**src/rtl/verificar_ganador.sv**
```systemverilog
// verificar_ganador: serial tic-tac-toe winner/draw checker, scanning one board line per clock.
// Define VERIFICAR_GANADOR_EARLY_EXIT_EN to end the scan in the cycle after the first winning line.
module verificar_ganador #(
    parameter int unsigned HOLD_RESULT = 1
) (
    input  logic        clk_i,
    input  logic        rst_ni,
    input  logic        start_i,
    input  logic [17:0] board_i,
    output logic        busy_o,
    output logic        done_o,
    output logic [1:0]  winner_o,
    output logic [2:0]  win_line_o,
    output logic        draw_o
);
    localparam int unsigned CellW  = 2;
    localparam int unsigned NCells = 9;
    localparam int unsigned BoardW = CellW * NCells;
    localparam int unsigned CntW   = 4;
    localparam int unsigned LineW  = 3;
    localparam logic [CntW-1:0] LastCnt = CntW'(8);

    typedef enum logic [1:0] {
        IDLE = 2'd0,
        SCAN = 2'd1,
        DONE = 2'd2
    } state_e;

    state_e              state_q, state_d;
    logic [BoardW-1:0]   snap_q, snap_d;
    logic [CntW-1:0]     cnt_q, cnt_d;
    logic                found_q, found_d;
    logic [CellW-1:0]    player_q, player_d;
    logic [LineW-1:0]    idx_q, idx_d;
    logic                busy_q, busy_d;
    logic                done_q, done_d;
    logic [CellW-1:0]    winner_q, winner_d;
    logic [LineW-1:0]    win_line_q, win_line_d;
    logic                draw_q, draw_d;

    logic [CellW-1:0]    cells_c [NCells];
    logic [CellW-1:0]    ca_c, cb_c, cc_c;
    logic                line_win_c;
    logic                board_full_c;
    logic                scan_end_c;

    // Unpack the captured snapshot into cells 0..8 (board cells 1..9).
    always_comb begin
        for (int unsigned n = 0; n < NCells; n++) begin
            cells_c[n] = snap_q[n*CellW +: CellW];
        end
    end

    // Select the three cells of the line addressed by the counter.
    always_comb begin
        ca_c = cells_c[0];
        cb_c = cells_c[1];
        cc_c = cells_c[2];
        case (cnt_q[LineW-1:0])
            3'd0: begin ca_c = cells_c[0]; cb_c = cells_c[1]; cc_c = cells_c[2]; end
            3'd1: begin ca_c = cells_c[3]; cb_c = cells_c[4]; cc_c = cells_c[5]; end
            3'd2: begin ca_c = cells_c[6]; cb_c = cells_c[7]; cc_c = cells_c[8]; end
            3'd3: begin ca_c = cells_c[0]; cb_c = cells_c[3]; cc_c = cells_c[6]; end
            3'd4: begin ca_c = cells_c[1]; cb_c = cells_c[4]; cc_c = cells_c[7]; end
            3'd5: begin ca_c = cells_c[2]; cb_c = cells_c[5]; cc_c = cells_c[8]; end
            3'd6: begin ca_c = cells_c[0]; cb_c = cells_c[4]; cc_c = cells_c[8]; end
            3'd7: begin ca_c = cells_c[2]; cb_c = cells_c[4]; cc_c = cells_c[6]; end
            default: ;
        endcase
    end

    assign line_win_c = (ca_c == cb_c) && (cb_c == cc_c) &&
                        ((ca_c == 2'b01) || (ca_c == 2'b10));

    always_comb begin
        board_full_c = 1'b1;
        for (int unsigned n = 0; n < NCells; n++) begin
            if (cells_c[n] == 2'b00) board_full_c = 1'b0;
        end
    end

`ifdef VERIFICAR_GANADOR_EARLY_EXIT_EN
    assign scan_end_c = (cnt_q == LastCnt) || found_q;
`else
    assign scan_end_c = (cnt_q == LastCnt);
`endif

    always_ff @(posedge clk_i or negedge rst_ni) begin
        if (!rst_ni) state_q <= IDLE;
        else         state_q <= state_d;
    end

    always_comb begin
        state_d = state_q;
        case (state_q)
            IDLE:    if (start_i) state_d = SCAN;
            SCAN:    if (scan_end_c) state_d = DONE;
            DONE:    state_d = IDLE;
            default: state_d = IDLE;
        endcase
    end

    // Datapath and registered-output next values.
    always_comb begin
        snap_d     = snap_q;
        cnt_d      = cnt_q;
        found_d    = found_q;
        player_d   = player_q;
        idx_d      = idx_q;
        busy_d     = busy_q;
        done_d     = 1'b0;
        winner_d   = winner_q;
        win_line_d = win_line_q;
        draw_d     = draw_q;
        case (state_q)
            IDLE: begin
                if (start_i) begin
                    snap_d     = board_i;
                    cnt_d      = '0;
                    found_d    = 1'b0;
                    player_d   = '0;
                    idx_d      = '0;
                    busy_d     = 1'b1;
                    winner_d   = '0;
                    win_line_d = '0;
                    draw_d     = 1'b0;
                end
            end
            SCAN: begin
                if (scan_end_c) begin
                    busy_d     = 1'b0;
                    done_d     = 1'b1;
                    winner_d   = found_q ? player_q : 2'b00;
                    win_line_d = found_q ? idx_q : 3'd0;
                    draw_d     = !found_q && board_full_c;
                end else begin
                    cnt_d = cnt_q + CntW'(1);
                    if (!found_q && line_win_c) begin
                        found_d  = 1'b1;
                        player_d = ca_c;
                        idx_d    = cnt_q[LineW-1:0];
                    end
                end
            end
            DONE: begin
                if (HOLD_RESULT == 0) begin
                    winner_d   = '0;
                    win_line_d = '0;
                    draw_d     = 1'b0;
                end
            end
            default: ;
        endcase
    end

    always_ff @(posedge clk_i or negedge rst_ni) begin
        if (!rst_ni) begin
            snap_q     <= '0;
            cnt_q      <= '0;
            found_q    <= 1'b0;
            player_q   <= '0;
            idx_q      <= '0;
            busy_q     <= 1'b0;
            done_q     <= 1'b0;
            winner_q   <= '0;
            win_line_q <= '0;
            draw_q     <= 1'b0;
        end else begin
            snap_q     <= snap_d;
            cnt_q      <= cnt_d;
            found_q    <= found_d;
            player_q   <= player_d;
            idx_q      <= idx_d;
            busy_q     <= busy_d;
            done_q     <= done_d;
            winner_q   <= winner_d;
            win_line_q <= win_line_d;
            draw_q     <= draw_d;
        end
    end

    assign busy_o     = busy_q;
    assign done_o     = done_q;
    assign winner_o   = winner_q;
    assign win_line_o = win_line_q;
    assign draw_o     = draw_q;

endmodule

```
**config.mk**
```make
export PLATFORM = sky130hd
export DESIGN_NAME = verificar_ganador
export DESIGN_NICKNAME = d
export VERILOG_FILES = /design/src/rtl/verificar_ganador.sv
export SDC_FILE = /design/constraint.sdc
export NUM_CORES = 1
export LEC_CHECK = 0
export ABC_AREA = 1
export BUFFER_PORTS_ARGS = -buffer_cell sky130_fd_sc_hd__buf_2
export CORE_MARGIN = 1.5
export CORE_UTILIZATION = 55
export CTS_CLUSTER_SIZE = 20
export DETAILED_ROUTE_END_ITERATION = 7
export GPL_ROUTABILITY_DRIVEN = 1
export PLACE_DENSITY = 0.88
export SLEW_MARGIN = 20
export SYNTH_ARGS = -nofsm -noshare
export SYNTH_HDL_FRONTEND = slang
export SYNTH_SLANG_ARGS = --single-unit
```
**constraint.sdc**
```tcl
create_clock -name clk_i -period 5.36 [get_ports clk_i]
set_input_delay 0.268 -clock clk_i [delete_from_list [all_inputs] [get_ports clk_i]]
set_output_delay 0.268 -clock clk_i [all_outputs]
set_load 0.01 [all_outputs]
```
==> results.toml, run 1 <==
[status]
outcome = "complete, no violations"

[finish]
drive_above_1_share_pct = 23.8
antenna_cells = 0
nets = 312
area_delta_synth_final_pct = 15.4
stdcell_count = 334

[clock_tree]
h-tree-depth = 2
cts_inserted_buffers = 5
cts_hold_buf = 0
clock_latency_ps = 290
tritoncts = "yes"
cts_buffer_depth = 2
postCtsSetupBuffers = 0
cts_sinks = 38
ctsResizeCount = 0
cts_root_buffer = "clkbuf_8"
clk_pin_slew_ps = 80

[worst_setup_path]
crit_type = "register to register"
cp_cell_sequence = "inv_2 -> ha_1 -> inv_1 -> nand2_1 -> nor2_2 -> nor2_1 -> nor2_1 -> nand2_1 -> nor2_1 -> nand3_1 -> nand2_1 -> nand3_2 -> nand2_4 -> nand2_4 -> nand2_1 -> nand2_1"
rrSetupSlack_ps = 2850
crit_buf_inv = 2
ff2ff_path_depth = 16
r2r-end = "idx_q[1]$_DFFE_PN0P_"
worstPathRequired_ps = 5550
cpPeakStageDelay_ps = 670
arrival_ps = 2700
slowest_stage = "dfrtp_1"
cp-start-kind = "register"
critPathTopFamily = "simple AND/OR/NAND/NOR gates"
r2r_start = "cnt_q[2]$_DFFE_PN0P_"
critical_path.max_fanout = 16
cpMostUsedCell = "nand2_1"
setup.worst_path.end_class = "register"

[pwr]
powerDensity_nw_per_um2 = 700
ir_drop_mv = 0.417
p_leak_uw = 0.00130

[run]
cap_violations = 0

[floorplanning]
start_util_pct = 57.1
dieArea_um2 = 4150
ios = 29
core_area_um2 = 3630
die_h_um = 64.4
die_w_um = 64.4
rows = 22

[place]
dp_hpwl_mm = 3.27
finalWeightedCongestion = 0.961
place_inst = 326
io_buffers = 28

[sta]
fin_crit_ps = 2510
finalCritPeriodShare_pct = 46.9
slew_headroom_pct = 36.5
setup_tns_ps = 0
drv_slew = 0
rsz0062_at_grt = "false"
finalClockSkew_ps = 10.6
worstMarginPinSlew_ps = 950
fmaxAchievable_ghz = 0.398
setup_viol = 0
finalHoldViolCount = 0

[detailed_routing]
avgRoutedWirePerCell_um = 12.9
wl_met1_mm = 1.88
num_vias = 1766
detail-route-antenna-nets = 0
highest_layer = "met4"
vias_per_cell = 5.29
dr_wl_met2_mm = 2.00
drc_errors = 0
wl_met3_um = 341
drt_iter0_drc = 151
firstDrtPassIters = 4
drt-total-wl_mm = 4.29

[grt]
grt_max_degree = 39
grt_overflow = 0
antenna_found_initial = 0
grt_pass1_vias = 1630
grt_pass1_wl_mm = 7.35
track_usage_pct = 23.3

[synth]
yosysUniqueCellTypes = 24
syn_avg_cell_area_um2 = 8.20
yosysSeqAreaShare_pct = 45.8
netlist_area_um2 = 2070
yosys_warnings = 0
synth_nets = 280
ys_seq_elements = 38
synthCells = 253

[hold_path]
hold_class = "input port to async pin"
[flip-flops by register name, indices dropped and copies added (netlist names)]
signal,count
done_o,1
found_q,1
snap_q,18
winner_o,2
idx_q,3
state_q,2
player_q,2
draw_o,1
win_line_o,3
cnt_q,4
busy_o,1
[stage by stage]
step	setup WS [ps]	instance area [µm²]	hold WS, ps	total power [µW]	util [%]
3_5_place_dp	2890	2260	408	1380	62.1
2_1_floorplan	3340	2070	-27.6	1180	-
3_3_place_gp	2970	2260	397	1350	62.1
6_report	2850	2390	52.3	1680	65.9
4_1_cts	2880	2390	85.4	1670	65.9
5_1_grt	2580	2390	127	1820	65.9
[worst max-delay path by stage]
stage,slack (ps),depth (start not counted),startpoint,end
after global routing,2580,16,cnt_q[2]$_DFFE_PN0P_,player_q[0]$_DFFE_PN0P_
after global placement,2970,16,cnt_q[2]$_DFFE_PN0P_,player_q[1]$_DFFE_PN0P_
final,2850,16,cnt_q[2]$_DFFE_PN0P_,idx_q[1]$_DFFE_PN0P_
after CTS,2880,16,cnt_q[2]$_DFFE_PN0P_,idx_q[1]$_DFFE_PN0P_
after detailed placement,2890,16,cnt_q[2]$_DFFE_PN0P_,idx_q[1]$_DFFE_PN0P_
after floorplan,3340,16,cnt_q[0]$_DFFE_PN0P_,found_q$_DFFE_PN0P_
[where the power goes]
| group | total, µW | internal (µW) | switching, µW |
|---|---|---|---|
| combinational | 838 | 314 | 524 |
| clock | 290 | 186 | 103 |
| sequential | 548 | 419 | 129 |
| total | 1680 | 920 | 756 |
[worst register-to-register path: stages (launching register included)]
cell and delay [ps]:
dfrtp_1 670, inv_2 190, ha_1 280, inv_1 90
nand2_1 80, nor2_2 160, nor2_1 60, nor2_1 130
nand2_1 90, nor2_1 90, nand3_1 80, nand2_1 70
nand3_2 90, nand2_4 110, nand2_4 80, nand2_1 80
nand2_1 50
[area by class of cell]
type,count,area [µm²]
clock buffers,5,68.8
clock inverters,3,68.8
fillers,318,1240
inverters,23,86.3
multi-input cells,189,1020
flip-flops and latches,38,951
well taps,48,60.1
repair buffers,28,140
[cell families after synthesis]
group	Yosys count	synth area share, %
buffers and inverters	26	5.07
and+or+nand+nor	154	33.6
DFF	38	45.8
adders and majority gates	6	3.62
AOI/OAI and AO/OA	16	4.83
muxes	13	7.06
[cell usage after synthesis]
library cell	instances	share of area (%)
nand2_4	4	2.2
ha_1	6	3.6
o22ai_1	2	0.60
nand2_2	3	0.90
inv_1	21	3.8
a21oi_1	8	1.9
nand3_2	3	1.4
buf_6	1	0.54
o21ai_0	3	0.72
nor2_1	40	7.2
o41ai_2	1	0.78
mux2_2	13	7.1
a21oi_2	1	0.42
nand3_1	31	7.5
nor3_1	1	0.24
inv_2	2	0.36
nor2_4	1	0.54
nor4_1	1	0.30
nor2_2	4	1.2
nand4_1	1	0.30
o21a_1	1	0.36
clkbuf_1	2	0.36
nand2_1	65	12
dfrtp_1	38	46
[layout by cell type (no fill, tap or decap)]
cell type | netlist | routed
inv_1 | 21 | 21
nor2_4 | 1 | 1
o22ai_1 | 2 | 2
bufinv_16 | 0 | 2
buf_2 | 0 | 28
nand2_1 | 65 | 65
nor3_1 | 1 | 1
a21oi_1 | 8 | 8
o21ai_0 | 3 | 3
nor2_1 | 40 | 40
clkinv_4 | 0 | 1
inv_2 | 2 | 2
o41ai_2 | 1 | 1
nor4_1 | 1 | 1
dfrtp_1 | 38 | 38
mux2_2 | 13 | 13
nand2_2 | 3 | 3
o21a_1 | 1 | 1
nor2_2 | 4 | 4
nand3_1 | 31 | 31
ha_1 | 6 | 6
clkbuf_8 | 0 | 5
nand4_1 | 1 | 1
nand2_4 | 4 | 4
nand3_2 | 3 | 3
a21oi_2 | 1 | 1
[per-layer routing]
metal  global-route usage, %  up-vias
li1                        -      884
met3                    4.86        7
met2                    37.0       65
met5                       0        -
met4                    9.84        0
met1                    31.3      810
(Power assumes the default switching activity.)
==> run 2: changes to the inputs <==
==> constraint.sdc (replaced) <==
create_clock -name clk_i -period 2.55 [get_ports clk_i]
set_input_delay 0.1275 -clock clk_i [delete_from_list [all_inputs] [get_ports clk_i]]
set_output_delay 0.1275 -clock clk_i [all_outputs]
set_load 0.01 [all_outputs]
==> run 2 against run 1 <==
  * Maximum frequency is 7.2% higher
  * Clock skew is 2.6 ps higher
  * Largest power group unchanged
  * Utilization is 0.069 points lower
  * Hold slack better by 11 ps
  * Critical path depth stayed put
  * Critical path type unchanged
  * Total power is 100% higher
  * Final cell count is 0.90% higher
==> results.toml, run 2 (synthesis gave the netlist of run 1 again) <==
[status]
outcome = "complete, no violations"

[finish]
area_delta_synth_final_pct = 15.3
mostFrequentLayoutCells = "nand2_1 (65), nor2_1 (39), dfrtp_1 (37), nand3_1 (31), buf_2 (28)"
reg_top3 = "snap_q (18), cnt_q (4)"
antenna_cells = 0
largest_register = "snap_q"
largest_reg_flops = 18
nets = 315
layout_commonest_cell = "nand2_1"
drive_above_1_share_pct = 24.2

[worst_setup_path]
critical_path.max_fanout = 7
crit_start = "cnt_q[0]$_DFFE_PN0P_"
cp-start-kind = "register"
r2r_start = "cnt_q[0]$_DFFE_PN0P_"
slowest_stage = "dfrtp_2"
rrSetupSlack_ps = 210
critPathCapture = "idx_q[2]$_DFFE_PN0P_"
ff2ff_path_depth = 16
setup.worst_path.end_class = "register"
arrival_ps = 2530
cpPeakStageDelay_ps = 460
cpMostUsedCell = "nand2_1"
worstPathRequired_ps = 2730
r2r-end = "idx_q[2]$_DFFE_PN0P_"
cp_cell_sequence = "ha_1 -> ha_1 -> inv_1 -> nand2_1 -> nor2_2 -> nor2_1 -> nor2_1 -> nand2_1 -> nor2_1 -> nand3_1 -> nand2_1 -> nand3_2 -> nand2_4 -> nand2_4 -> nand2_1 -> nand2_1"
crit_type = "register to register"

[pwr]
ir_drop_mv = 0.625
seqPwrFrac_pct = 32.3
swShare_pct = 45.8
p_comb_share_pct = 53.1
pwr-share-clk_pct = 14.5
power.switching_uw = 1570
p_int_uw = 1850
powerDensity_nw_per_um2 = 1430
p_leak_uw = 0.00130

[place]
finalWeightedCongestion = 0.987
io_buffers = 28
dp_hpwl_mm = 3.22
dp_slack_ps = 197

[clock_tree]
clk_pin_slew_ps = 80
clock_latency_ps = 290
cts_buffer_depth = 2
tritoncts = "yes"
h-tree-depth = 2
cts_sinks = 38
cts_root_buffer = "clkbuf_8"
cts_inserted_buffers = 5

[grt]
grt_pass1_vias = 1629
grt_max_degree = 39
antenna_found_initial = 0
grt_pass1_wl_mm = 7.34
track_usage_pct = 23.5
grt_overflow = 0

[sta]
setup_tns_ps = 0
drv_slew = 0
finalHoldViolCount = 0
fmaxAchievable_ghz = 0.427
fin_crit_ps = 2340
worstMarginPinSlew_ps = 837
setup_viol = 0
finalWorstSetupSlack_ps = 206
finalCritPeriodShare_pct = 91.9
finalClockSkew_ps = 13.2
slew_headroom_pct = 44.1
rsz0062_at_grt = "false"

[detailed_routing]
drc_errors = 0
num_vias = 1762
vias_per_cell = 5.23
avgRoutedWirePerCell_um = 12.6
drt-total-wl_mm = 4.24
firstDrtPassIters = 4
drt_iter0_drc = 201
detail-route-antenna-nets = 0

[hold_path]
hold_class = "input port to register"

[floorplanning]
die_h_um = 64.4
die_w_um = 64.4
start_util_pct = 57.1
dieArea_um2 = 4150
ios = 29
core_area_um2 = 3630
rows = 22

[run]
cap_violations = 0
-- run 2: metrics by stage --
stage	cells	power, µW	area [µm²]	util (%)	hold WS [ps]
floorplan	253	2470	2070	-	-168
detailed placement	328	2910	2270	62.5	264
global route	337	3750	2390	65.8	56.5
CTS	337	3420	2390	65.7	57.0
finish	337	3420	2390	65.8	63.2
global placement	328	2860	2270	62.5	257
-- run 2: metal layers --
| metal | wire length, µm | up-vias | track usage [%] |
|---|---|---|---|
| met5 | 0 | - | 0 |
| met3 | 275 | 8 | 6.94 |
| li1 | - | 882 | - |
| met2 | 1950 | 52 | 35.4 |
| met4 | 60 | 0 | 10.1 |
| met1 | 1950 | 820 | 31.7 |
-- run 2: worst min path at each step --
stage                           from                         to  slack (ps)  cells past startpoint
final                     board_i[0]      snap_q[0]$_DFFE_PN0P_          60                      2
after global routing      board_i[5]      snap_q[5]$_DFFE_PN0P_          60                      2
after CTS                 board_i[4]      snap_q[4]$_DFFE_PN0P_          60                      2
after detailed placement      rst_ni  win_line_o[0]$_DFFE_PN0P_         260                      1
after global placement        rst_ni  win_line_o[0]$_DFFE_PN0P_         260                      1
after floorplan               rst_ni         busy_o$_DFFE_PN0P_        -170                      0
-- run 2: layout make-up --
| type | count | area [µm²] |
|---|---|---|
| clock buffer | 7 | 76.3 |
| clock inverter | 1 | 30.0 |
| fill | 329 | 1240 |
| inverter | 23 | 86.3 |
| multi-input combinational | 189 | 1020 |
| sequential | 38 | 952 |
| tap | 48 | 60.1 |
| timing repair buffer | 31 | 165 |
-- run 2: timing repair --
item | in CTS | in global routing
hold buffers | 1 | 0
endpoints found under the hold margin | 38 | 0
setup buffers | 0 | 0
setup endpoints to repair | 0 | 6
resized for setup | 0 | 2
-- run 2: critical path: cells and delay by family, from the launching register on --
family | cells | cell delay [ps]
adder cells (fa/ha/maj) | 2 | 470
buffers and inverters | 1 | 110
AND/OR/NAND/NOR | 13 | 1180
flip-flops | 1 | 460
-- run 2: power groups by stage --
stage	registers [µW]	clock network [µW]	logic, µW
finish	1110	498	1820
global route	1140	531	2080
detailed placement	1110	0	1800
global placement	1100	0	1760
floorplan	1080	0	1390
CTS	1100	505	1810
==> run 3: changes to the inputs <==
--- a/config.mk
+++ b/config.mk
@@ -12,7 +12,7 @@
 export CTS_CLUSTER_SIZE = 20
 export DETAILED_ROUTE_END_ITERATION = 7
 export GPL_ROUTABILITY_DRIVEN = 1
-export PLACE_DENSITY = 0.88
+export PLACE_DENSITY = 0.81
 export SLEW_MARGIN = 20
 export SYNTH_ARGS = -nofsm -noshare
 export SYNTH_HDL_FRONTEND = slang
==> run 3 against run 2 <==
  * Die area stayed put
  * Non-clock buffer count unchanged
  * Wire length fell by 0.61%
  * Hold slack better by 3.1 ps
  * Global-route usage down 0.15 points
  * Register-to-register slack is essentially flat
  * Utilization shrank 0.41 points
  * Final cell count did not move
  * Flip-flop and latch count stayed put
  * Critical path type unchanged
  * Largest power group unchanged
  * Highest routed layer unchanged
==> results.toml, run 3 (synthesis gave the netlist of run 1 again) <==
[worst_setup_path]
setup.worst_path.end_class = "register"
cp-start-kind = "register"
cpPeakStageDelay_ps = 450
arrival_ps = 2520
critical_path.max_fanout = 7
rrSetupSlack_ps = 210
slowest_stage = "dfrtp_1"
r2r-end = "idx_q[0]$_DFFE_PN0P_"
ff2ff_path_depth = 16
r2r_start = "cnt_q[0]$_DFFE_PN0P_"
cp_cell_sequence = "ha_1 -> ha_1 -> inv_1 -> nand2_1 -> nor2_2 -> nor2_1 -> nor2_1 -> nand2_1 -> nor2_1 -> nand3_1 -> nand2_1 -> nand3_2 -> nand2_4 -> nand2_4 -> nand2_1 -> nand2_1"
crit_type = "register to register"
worstPathRequired_ps = 2730
cpMostUsedCell = "nand2_1"

[floorplanning]
die_h_um = 64.4
rows = 22
ios = 29
die_w_um = 64.4
core_area_um2 = 3630
start_util_pct = 57.1
dieArea_um2 = 4150

[clock_tree]
cts_inserted_buffers = 5
h-tree-depth = 2
tritoncts = "yes"
clk_pin_slew_ps = 70
clock_latency_ps = 290
postCtsSetupBuffers = 0
cts_sinks = 38
cts_buffer_depth = 2
cts_root_buffer = "clkbuf_8"

[finish]
largest_register = "snap_q"
largest_reg_flops = 18
nets = 315
area_delta_synth_final_pct = 14.5
mostFrequentLayoutCells = "nand2_1 (65), nor2_1 (39), dfrtp_1 (37), nand3_1 (31), buf_2 (28)"
final_cell_area_um2 = 2380
reg_top3 = "snap_q (18), cnt_q (4)"
antenna_cells = 0
drive_above_1_share_pct = 24.6
layout_commonest_cell = "nand2_1"
fillers = 331

[pwr]
p_int_uw = 1780
p_leak_uw = 0.00129
power.total_uw = 3340
p_comb_share_pct = 54.1
pwr-share-clk_pct = 12.4
powerDensity_nw_per_um2 = 1410
seqPwrFrac_pct = 33.5
ir_drop_mv = 0.769
power.switching_uw = 1560
swShare_pct = 46.7

[sta]
worstMarginPinSlew_ps = 857
setup_tns_ps = 0
finalHoldViolCount = 0
finalClockSkew_ps = 7.19
fmaxAchievable_ghz = 0.428
setup_viol = 0
slew_headroom_pct = 42.7
rsz0062_at_grt = "false"
fin_crit_ps = 2340
drv_slew = 0
finalCritPeriodShare_pct = 91.6

[detailed_routing]
avgRoutedWirePerCell_um = 12.5
vias_per_cell = 5.12
drt-total-wl_mm = 4.21
firstDrtPassIters = 4
num_vias = 1726
drt_iter0_drc = 148
drc_errors = 0
detail-route-antenna-nets = 0

[hold_path]
hold_start = "board_i[8]"
worstHoldPathCells = 2
whs_endpoint = "snap_q[8]$_DFFE_PN0P_"
hold_class = "input port to register"

[place]
postPlaceCellArea_um2 = 2270
io_buffers = 28
finalWeightedCongestion = 0.917
dp_hpwl_mm = 3.17

[grt]
grt_pass1_wl_mm = 7.40
grt_max_degree = 39
antenna_found_initial = 0
grt_overflow = 0
grt_pass1_vias = 1669
track_usage_pct = 23.4

[status]
outcome = "complete, no violations"

[run]
cap_violations = 0
## run 3: per-stage QoR
step	hold WS [ps]	std cells	setup slack, ps	util (%)
finish	66.3	337	214	65.4
global route	63.4	337	4.47	65.4
CTS	63.3	337	226	65.3
detailed placement	265	328	258	62.5
global placement	263	328	309	62.5
floorplan	-168	253	534	-
## run 3: worst max-delay path by stage
| stage | from | to | cells past startpoint |
|---|---|---|---|
| finish | cnt_q[0]$_DFFE_PN0P_ | idx_q[0]$_DFFE_PN0P_ | 16 |
| global route | cnt_q[0]$_DFFE_PN0P_ | found_q$_DFFE_PN0P_ | 16 |
| CTS | cnt_q[0]$_DFFE_PN0P_ | idx_q[2]$_DFFE_PN0P_ | 15 |
| detailed placement | cnt_q[0]$_DFFE_PN0P_ | idx_q[2]$_DFFE_PN0P_ | 16 |
| global placement | cnt_q[2]$_DFFE_PN0P_ | player_q[1]$_DFFE_PN0P_ | 15 |
| floorplan | cnt_q[0]$_DFFE_PN0P_ | found_q$_DFFE_PN0P_ | 16 |
## run 3: area by class of cell
type | instances | area, µm² | share of cell area [%]
Inverter | 23 | 86.3 | 3.63
Clock buffer | 7 | 86.3 | 3.63
Multi-Input combinational cell | 189 | 1020 | 43.0
Timing Repair Buffer | 31 | 165 | 6.95
Tap cell | 48 | 60.1 | 2.53
Sequential cell | 38 | 952 | 40.1
Clock inverter | 1 | 5.00 | 0.211
## run 3: power by group through the flow
stage	clock network, µW	registers, µW	logic (µW)
2_1_floorplan	0	1080	1390
3_3_place_gp	0	1110	1750
3_5_place_dp	0	1130	1780
4_1_cts	423	1120	1790
5_1_grt	449	1160	2050
6_report	415	1120	1810
## run 3: critical path, delay by kind of cell, from the launching register on
family        cells  cell delay [ps]
flops             1              450
buf+inv           1              100
simple gates     13             1180
fa+ha+maj         2              490
## run 3: what timing repair did
| action | CTS | global route |
|---|---|---|
| hold buffers | 1 | 0 |
| endpoints found under the hold margin | 38 | 0 |
| setup endpoints to repair | 0 | 6 |
| resized for setup | 0 | 2 |
## run 3: routing by layer
metal	track usage (%)	vias to the layer above	wire length (µm)
met5	0	-	0
li1	-	886	-
met2	35.9	48	1910
met1	32.5	787	2060
met3	6.08	5	191
met4	7.45	0	52
